==> src/rtl/word_packer.sv <==
// Collects W-bit host words, most-significant first, into one K-bit block
// and hands it to a key/data register with a single-cycle write strobe.
module word_packer #(
  parameter int K = 128,
  parameter int W = 32
) (
  input  logic                   clock,
  input  logic                   reset_n,
  input  logic                   clear_i,
  input  logic                   valid_i,
  input  logic [W-1:0]           word_i,
  output logic                   ready_o,
  output logic                   we_o,
  output logic [K-1:0]           writeData_o,
  output logic [$clog2(K/W):0]   count_o,
  output logic                   busy_o
);

  localparam int N  = K / W;
  localparam int CW = $clog2(N) + 1;
  localparam logic [CW-1:0] LAST = CW'(N - 1);
  localparam logic [CW-1:0] FULL = CW'(N);

  typedef enum logic {FILL, EMIT} state_t;

  state_t        state, state_next;
  logic [K-1:0]  shreg, shreg_next, shifted;
  logic [CW-1:0] count_next;
  logic          we_next, busy_next;
  logic [K-1:0]  data_next;

  generate
    if (N == 1) begin : g_single
      assign shifted = word_i;
    end else begin : g_shift
      assign shifted = {shreg[K-W-1:0], word_i};
    end
  endgenerate

  assign ready_o = (state == FILL) && !clear_i;

  always_comb begin
    state_next = state;
    count_next = count_o;
    shreg_next = shreg;
    we_next    = 1'b0;
    data_next  = writeData_o;
    case (state)
      FILL: begin
        if (clear_i) begin
          count_next = '0;
          shreg_next = '0;
        end else if (valid_i) begin
          shreg_next = shifted;
          // The Nth word goes straight into the output register so the
          // strobe cycle presents the complete block.
          if (count_o == LAST) begin
            state_next = EMIT;
            count_next = FULL;
            we_next    = 1'b1;
            data_next  = shifted;
          end else begin
            count_next = count_o + 1'b1;
          end
        end
      end
      EMIT: begin
        state_next = FILL;
        count_next = '0;
      end
      default: state_next = FILL;
    endcase
    busy_next = (count_next != '0);
  end

  always_ff @(posedge clock or negedge reset_n) begin
    if (!reset_n) begin
      state       <= FILL;
      count_o     <= '0;
      shreg       <= '0;
      we_o        <= 1'b0;
      writeData_o <= '0;
      busy_o      <= 1'b0;
    end else begin
      state       <= state_next;
      count_o     <= count_next;
      shreg       <= shreg_next;
      we_o        <= we_next;
      writeData_o <= data_next;
      busy_o      <= busy_next;
    end
  end

endmodule

==> config.mk <==
export PLATFORM = sky130hd
export DESIGN_NAME = word_packer
export DESIGN_NICKNAME = d
export VERILOG_FILES = /design/src/rtl/word_packer.sv
export SDC_FILE = /design/constraint.sdc
export NUM_CORES = 1
export LEC_CHECK = 0
export ABC_AREA = 1
export BUFFER_PORTS_ARGS = -buffer_cell sky130_fd_sc_hd__buf_2
export CAP_MARGIN = 20
export CORE_ASPECT_RATIO = 0.8
export CORE_MARGIN = 5
export CORE_UTILIZATION = 49
export DETAILED_ROUTE_END_ITERATION = 6
export PLACE_DENSITY = 0.74
export SLEW_MARGIN = 20
export SYNTH_ARGS = -nofsm -noshare
export SYNTH_HDL_FRONTEND = slang
export SYNTH_SLANG_ARGS = --single-unit
export TNS_END_PERCENT = 10
==> constraint.sdc <==
create_clock -name clock -period 1.6 [get_ports clock]
set_input_delay 0.16 -clock clock [delete_from_list [all_inputs] [get_ports clock]]
set_output_delay 0.16 -clock clock [all_outputs]
set_load 0.1 [all_outputs]
==> out/qor.txt <==
status = finished clean
Detailed Route WL = 19.2 mm
# rows = 42
I/O pin count = 170
Max Clock Freq = 0.642 GHz
Critical Path RT = 1.44 ns
first-pass GRT wire length = 30.8 mm
Worst path slowest cell = dfrtp_4
Seq/Total Area, Yosys = 0.690
worst min path class = input pin to register
pwr dens = 1300 nW/um2
worst r2r dst = writeData_o[15]
warnings from Yosys = 0
Max H-tree Level = 1
actual slew at the worst max-slew pin = 0.522 ns
pins over their slew limit = 0
Layout fillers = 1249
Hold EP = count_o[1]
Reg clk slew, reported paths = 0.06 ns
layout cell share with drive strength beyond 1 = 0.240
area delta synth->final = 31.0%
wire length per cell = 15.6 um
flip-flop and latch count after synthesis = 229
# setup viols final = 0
DR vias = 6310
DP HPWL = 11.7 mm
initial core utilization = 0.500
DRC = 0
dominant cells by area after synthesis = dfrtp_1 69%, o22ai_1 7.2%, o21ai_0 7.1%
largest area contributor in the netlist = dfrtp_1
worst path cell trace = buf_2
CP Class = register to primary output
Post-Synthesis Cells = 787
CP arrival = 1.40 ns
Critical R2R Launch = count_o[1]
WHS Path Cells = 4
Worst setup startpoint = state
Final Cycle Share = 0.973
Design Power = 14.1 mW
multiplexer share of the synthesized area = 0
hold wc startpoint = clear_i
leak pwr = 5.58 nW
Multi-input gate area = 1860 um2
slack of the worst reg-to-reg path = 0.09 ns
ANT cells = 0
insertion delay of the later-clocked pin in the worst-skew pair = 0.49 ns
final RePlAce weighted congestion = 0.752
R2R depth = 7
die area = 19700 um2
clk buf depth = 3
number of library cell types mapped by synthesis = 17
top cell type's share of synthesized area = 0.690
XOR/XNOR Fraction of Synth Area = 0
simple-gate share of the synthesized area = 0.0691
initial drt markers = 420
minimum clock period = 1.56 ns
most common cell after layout, fill and taps aside = dfrtp_1
Mapped Area = 8310 um2
CP delay by family, top = flip-flops
grt total ovfl = 0
slew margin rel. = 0.655
largest net degree at the start of global routing = 53
CTS root buf = clkbuf_16
DIE WIDTH = 156 um
most frequent cells in the layout = 225 x dfrtp_1, 167 x buf_2, 137 x inv_1
DP Area = 9660 um2
Critical Path Source Type = register
area of the core = 16600 um2
Synthesized Nets = 825
post-route ant nets = 0
vias per cell = 5.13
compound-cell area share of the yosys netlist = 0.149
Final #Nets = 1032
die height = 126 um
main combinational cell family by area after synthesis = compound AO/OA/AOI/OAI gates
Total GRT Usage = 0.187
number of global-route vias before repair = 6041
max cap viols = 0
Buf/Inv on CP = 1
synthesized-area fraction occupied by adder cells = 0.00301
Worst setup EP type = primary output
Worst Path Max Fanout = 4
drt pass-1 iters = 4
port bufs = 169
CTS Buf Count = 22
CTS tree = built
Avg Inst Size Synth = 10.6 um2
Final Hold Fails = 0
Max VDD drop = 0.759 mV
RSZ-0062 raised after global routing = true
total clock sinks = 229
post-route cell area = 10900 um2
area occupied by registers = 5740 um2
worst clock skew = 0.00795 ns
initial antenna violation count = 0
CP peak stage delay = 0.46 ns
worst register-to-register path: cells and delay by family (launching register included):
kind / cells / cell delay, ns
buffers and inverters: 2 / 0.32
AO/OA/AOI/OAI: 1 / 0.10
adder cells (fa/ha/maj): 2 / 0.39
flip-flops: 1 / 0.41
AND/OR/NAND/NOR: 2 / 0.19
Yosys cell counts (all sizes together):
library cell,instances
nand3,4
clkbuf,27
buf,21
o21ai,128
nand4,1
nand2,137
nor2,5
inv,137
o22ai,96
dfrtp,229
ha,2
metal layers:
layer / routed length, um / share of wire / GRT usage / vias to the layer above
met4: 348 / 0.018 / 0.0396 / 0
met1: 8480 / 0.44 / 0.280 / 3107
met2: 9070 / 0.47 / 0.291 / 200
li1: - / - / - / 2971
met5: 0 / 0 / 0 / -
met3: 1260 / 0.066 / 0.0330 / 32
cell families after synthesis:
| kind of cell | count (synthesis) |
|---|---|
| flip-flops | 229 |
| adder cells (fa/ha/maj) | 2 |
| buffers and inverters | 185 |
| AND/OR/NAND/NOR | 147 |
| AO/OA/AOI/OAI | 224 |
power by group:
part           switching (mW)  total (mW)  internal (mW)
Combinational            2.01        2.44          0.436
Sequential              0.136        6.21           6.07
Clock                    2.10        5.48           3.38
how the worst max path moves through the flow:
stage,endpoint,slack (ns),cells past startpoint
after floorplan,writeData_o[10],-0.38,6
after CTS,writeData_o[80],0.003,7
final,we_o,0.04,1
after detailed placement,writeData_o[20],0.03,6
after global routing,ready_o,-0.004,3
after global placement,writeData_o[84],0.10,6
final cells by class:
type                       count  area share
timing repair buffer         231       0.157
multi-input combinational    373       0.171
tap                          220      0.0253
inverter                     137      0.0473
clock inverter                 6     0.00966
sequential                   229       0.527
clock buffer                  33      0.0619
state kept, by name, indices dropped and copies added, names as in the netlist:
name / flops
state: 1
shreg: 96
writeData_o: 128
count_o: 3
busy_o: 1
metrics by stage:
step	TNS [ns]	std cells	hold slack, ns	setup slack (ns)	utilization
floorplan	-72.96	787	-0.136	-0.375	-
global placement	0	1151	0.112	0.101	0.582
detailed placement	0	1151	0.110	0.0317	0.582
CTS	0	1224	0.0212	0.00256	0.649
global route	-0.00411	1229	0.0608	-0.00411	0.655
finish	0	1229	0.0377	0.0429	0.655
timing repair:
action | CTS | global route
hold buffers | 33 | 0
setup endpoints to repair | 1 | 57
gates cloned | 0 | 3
pin swaps | 1 | 1
endpoints found under the hold margin | 275 | 0
setup buffers | 1 | 2
gates resized for setup | 0 | 3
Note: power is estimated with default switching activity, not from simulation.
